--- src/rtl/cf_merge_arbiter.sv ---
// Two-input round-robin merge arbiter that joins two 4-phase handshake streams onto one
// shared downstream channel, with a count of completed transfers for each requester.
module cf_merge_arbiter #(
    parameter int DW = 32,
    parameter int CW = 8
) (
    input  logic          CLK,
    input  logic          MR_n,
    input  logic          Send_in0,
    input  logic          Send_in1,
    input  logic [DW-1:0] Data_in0,
    input  logic [DW-1:0] Data_in1,
    output logic          Ack_out0,
    output logic          Ack_out1,
    output logic          Send_out,
    output logic [DW-1:0] Data_out,
    input  logic          Ack_in,
    output logic          Gnt,
    output logic          Busy,
    output logic [CW-1:0] Cnt0,
    output logic [CW-1:0] Cnt1
);

    typedef enum logic [1:0] {
        IDLE = 2'd0,
        REQ  = 2'd1,
        REL  = 2'd2
    } state_t;

    localparam logic [CW-1:0] CntOne = CW'(1);

    logic [1:0]    send0Sync_q;
    logic [1:0]    send1Sync_q;
    logic [1:0]    ackSync_q;
    state_t        state_q;
    logic          sendOut_q;
    logic          ackOut0_q;
    logic          ackOut1_q;
    logic [DW-1:0] dataOut_q;
    logic          gnt_q;
    logic [CW-1:0] cnt0_q;
    logic [CW-1:0] cnt1_q;

    logic sendS0;
    logic sendS1;
    logic ackS;
    logic sendSGnt;
    logic grantValid_d;
    logic grantIdx_d;

    // Handshake inputs come from other timing domains; only the second flop is ever used.
    always_ff @(posedge CLK or negedge MR_n) begin
        if (!MR_n) begin
            send0Sync_q <= '0;
            send1Sync_q <= '0;
            ackSync_q   <= '0;
        end else begin
            send0Sync_q <= {send0Sync_q[0], Send_in0};
            send1Sync_q <= {send1Sync_q[0], Send_in1};
            ackSync_q   <= {ackSync_q[0], Ack_in};
        end
    end

    assign sendS0   = send0Sync_q[1];
    assign sendS1   = send1Sync_q[1];
    assign ackS     = ackSync_q[1];
    assign sendSGnt = gnt_q ? sendS1 : sendS0;

    // On a tie the requester that did not win last time takes the bus.
    always_comb begin
        grantValid_d = 1'b0;
        grantIdx_d   = gnt_q;
        if (sendS0 && sendS1) begin
            grantValid_d = 1'b1;
            grantIdx_d   = ~gnt_q;
        end else if (sendS0) begin
            grantValid_d = 1'b1;
            grantIdx_d   = 1'b0;
        end else if (sendS1) begin
            grantValid_d = 1'b1;
            grantIdx_d   = 1'b1;
        end
    end

    always_ff @(posedge CLK or negedge MR_n) begin
        if (!MR_n) begin
            state_q   <= IDLE;
            sendOut_q <= 1'b0;
            ackOut0_q <= 1'b0;
            ackOut1_q <= 1'b0;
            dataOut_q <= '0;
            gnt_q     <= 1'b1;
            cnt0_q    <= '0;
            cnt1_q    <= '0;
        end else begin
            case (state_q)
                IDLE: begin
                    if (grantValid_d) begin
                        gnt_q     <= grantIdx_d;
                        dataOut_q <= grantIdx_d ? Data_in1 : Data_in0;
                        sendOut_q <= 1'b1;
                        state_q   <= REQ;
                    end
                end
                REQ: begin
                    if (ackS) begin
                        sendOut_q <= 1'b0;
                        if (gnt_q) ackOut1_q <= 1'b1;
                        else       ackOut0_q <= 1'b1;
                        state_q   <= REL;
                    end
                end
                REL: begin
                    // Both sides must have returned to zero before the transfer counts as done.
                    if (!ackS && !sendSGnt) begin
                        ackOut0_q <= 1'b0;
                        ackOut1_q <= 1'b0;
                        if (gnt_q) cnt1_q <= cnt1_q + CntOne;
                        else       cnt0_q <= cnt0_q + CntOne;
                        state_q   <= IDLE;
                    end
                end
                default: begin
                    state_q   <= IDLE;
                    sendOut_q <= 1'b0;
                    ackOut0_q <= 1'b0;
                    ackOut1_q <= 1'b0;
                end
            endcase
        end
    end

    assign Send_out = sendOut_q;
    assign Ack_out0 = ackOut0_q;
    assign Ack_out1 = ackOut1_q;
    assign Data_out = dataOut_q;
    assign Gnt      = gnt_q;
    assign Busy     = (state_q != IDLE);
    assign Cnt0     = cnt0_q;
    assign Cnt1     = cnt1_q;

endmodule

--- config.mk ---
export PLATFORM = sky130hd
export DESIGN_NAME = cf_merge_arbiter
export DESIGN_NICKNAME = d
export VERILOG_FILES = /design/src/rtl/cf_merge_arbiter.sv
export SDC_FILE = /design/constraint.sdc
export NUM_CORES = 1
export LEC_CHECK = 0
export CORE_UTILIZATION = 39
export CTS_BUF_LIST = sky130_fd_sc_hd__clkbuf_4 sky130_fd_sc_hd__clkbuf_8
export DETAILED_ROUTE_END_ITERATION = 7
export GPL_TIMING_DRIVEN = 1
export PLACE_DENSITY = 0.78
export SLEW_MARGIN = 15
export SYNTH_ARGS = -nofsm -noshare
export SYNTH_HDL_FRONTEND = slang
export SYNTH_SLANG_ARGS = --single-unit
--- constraint.sdc ---
create_clock -name CLK -period 1.7 [get_ports CLK]
set_clock_uncertainty 0.15 [all_clocks]
set_input_delay 0.255 -clock CLK [delete_from_list [all_inputs] [get_ports CLK]]
set_output_delay 0.255 -clock CLK [all_outputs]
set_load 0.05 [all_outputs]
==> metrics.cfg <==
[run_status]
status=complete, but fails checks
failed_checks=negative setup slack

[setup_path]
critPathLaunchType=flop
cp_max_fo=2
critical_path_class=reg2reg
arrival_ns=1.77
cp.required_ns=1.77
crit_path_end_kind=flop

[sta]
min_period_over_period=1.00
fin_crit_ns=1.70
rsz0062_at_grt=true
max_freq_mhz=587
holdWs_ns=0.199
tightest_slew_ns=0.378
drv_slew=0
setup_viol=1
setup_slack_ns=-0.00288
maxSlewHeadroom=0.748
hold_viol=0

[pwr]
swShare=0.473
seqPwrFrac=0.270
p_leak_nw=1.92
vdd.ir_drop.worst_uv=1210
p_comb_frac=0.580
intPower_mw=4.54
power_density_mw_per_mm2=1920
clkPwrFrac=0.150
p_switching_mw=4.07

[die]
initial_core_util=0.409
io_pins=122
core_mm2=0.00687
std_cell_rows=30
fp.dieH_um=86.8
dieWidth_um=86.8
design.die.area_mm2=0.00754

[placement]
dp_cells=493
io_buffers=121
place_area_mm2=0.00420
dp_slack_ns=-0.101
place_congestion=0.785
hpwl_um=5330

[yosys]
synth_area_mm2=0.00281
avgSynthCellArea_um2=9.85
ys_ff_latch=60
yosysSeqAreaShare=0.535
ys_warn_count=0
ys_types=34
syn_nets=356
netlist_instances=285

[finish]
seq_area_mm2=0.00150
drive_gt1_frac=0.267
diodes=0
multi_input_area_mm2=0.00120
nets=486
synthToLayoutAreaGrowth_pct=60.1
fill_cells=554
fin_area_mm2=0.00449
finalNonFillerCells=516

[routing]
drtAntennaViolNets=0
wirelength_um=7890
drt_iter0_markers=179
vias_per_cell=5.28
drc=0
vias=2723
first_pass_iters=5
wl_per_cell_um=15.3

[hold_path]
hp-class=reg2reg

[global_routing]
grtUsageTotal=0.214
antenna_found_initial=0
grt_max_degree=61
overflow=0
grt_pass1_vias=2542
grt_pass1_wl_um=12400

[clock_network]
path_clk_slew_ns=0.07
htreeDepth=3
clock_sinks=60
cts_made_buffers=9
clockBufferDepth=2
clkLatencyLatePin_ns=0.33
cts_tree=built
cts_root_buffer=clkbuf_8

[flow_run]
drv_cap=0

[repair_timing]
item	CTS	global route
hold endpoints to repair	59	0
endpoints found under the setup margin	33	5
gates resized for setup	4	5
pin swaps	1	1
buffers inserted	2	4
hold buffers	1	0
[area by class of cell]
type | instances | area share
clock buffers | 11 | 0.0337
clock inverters | 5 | 0.0111
inverters | 2 | 0.00223
multi-input cells | 195 | 0.266
flip-flops and latches | 60 | 0.335
well taps | 96 | 0.0267
repair buffers | 147 | 0.325
[flip-flops by register name, indices dropped and copies added (netlist names), 2 cells and up]
register and flops:
send0Sync_q 2, state_q 2, send1Sync_q 2, Cnt0 8
ackSync_q 2, Cnt1 8, Data_out 32
[layer usage]
layer	up-vias	GRT usage	wire [µm]
met3	13	0.0571	601
met1	1292	0.265	3210
met5	-	0	0
li1	1301	-	-
met4	0	0.108	163
met2	117	0.344	3920
[cell usage in the layout, fill, tap and decap left out, types with 4 or more instances in the layout]
| cell | n |
|---|---|
| nand2_1 | 5 |
| buf_4 | 61 |
| buf_12 | 14 |
| o21ai_0 | 34 |
| dfrtp_1 | 59 |
| a31oi_1 | 33 |
| clkdlybuf4s50_1 | 67 |
| clkbuf_8 | 11 |
| nand3_1 | 38 |
| xnor2_1 | 10 |
| a21oi_1 | 33 |
| clkinv_2 | 4 |
| nand4_1 | 4 |
| nor2_1 | 4 |
| mux2_2 | 4 |
[path summary, 6_finish.rpt]
kind / from / to / slack [ns] / cells after the start
min in group asynchronous: MR_n / Cnt1[5] / 0.31 / 3
worst max register to register: state_q[0] / Cnt0[3] / -0.003 / 3
max in group asynchronous: MR_n / Gnt / 0.77 / 3
worst min register to register: send1Sync_q[0] / send1Sync_q[1] / 0.20 / 0
worst min-delay path: send1Sync_q[0] / send1Sync_q[1] / 0.20 / 0
worst max-delay path: state_q[0] / Cnt0[3] / -0.003 / 3
[logic make-up after synthesis]
group,Yosys count,synth area share
multiplexers,4,0.0160
AND/OR/NAND/NOR,69,0.136
adder cells (fa/ha/maj),2,0.00892
AO/OA/AOI/OAI,106,0.210
XOR/XNOR,14,0.0464
buffers and inverters,30,0.0477
flip-flops,60,0.535
[metrics by stage]
step / utilization / TNS (ns) / power (mW)
finish: 0.654 / -0.00288 / 8.62
detailed placement: 0.611 / -1.03 / 7.18
global route: 0.654 / -0.0717 / 9.09
CTS: 0.646 / -0.0104 / 8.56
floorplan: - / -1.01 / 5.43
global placement: 0.611 / 0 / 7.08
[worst max-delay path: stages, from the launching register on]
cell and delay, ns:
dfrtp_1 0.39, or3b_4 0.41, or4_4 0.50, xnor2_2 0.14
[synth_stat cells, drive strengths merged]
cell type  number  area, µm²
a21oi          33        165
or4             1       11.3
mux2            4       45.0
xor2            3       26.3
and3            1       6.26
xnor2          11        104
nand3          38        190
nor3b           1       12.5
nand4bb         1       11.3
nand4           4       25.0
or3b            1       11.3
nor2            6       22.5
dfrtp          59       1480
and4b           1       10.0
nor3            2       10.0
nor4            1       6.26
dfstp           1       26.3
nand2           5       18.8
clkbuf         20       75.1
or2             2       12.5
o21ai          34        170
a31oi          33        206
buf             8       51.3
a21o            2       15.0
inv             2       7.51
a2bb2oi         1       8.76
and2            3       18.8
ha              2       25.0
o211ai          3       22.5
nor2b           1       6.26
and4            1       8.76
[power groups by stage]
stage / clock network [mW] / logic [mW] / registers (mW)
4_1_cts: 1.32 / 4.91 / 2.34
2_1_floorplan: 0 / 1.48 / 3.94
3_5_place_dp: 0 / 4.83 / 2.35
5_1_grt: 1.38 / 5.31 / 2.40
3_3_place_gp: 0 / 4.75 / 2.33
6_report: 1.29 / 5.00 / 2.33
(Power assumes the default switching activity.)
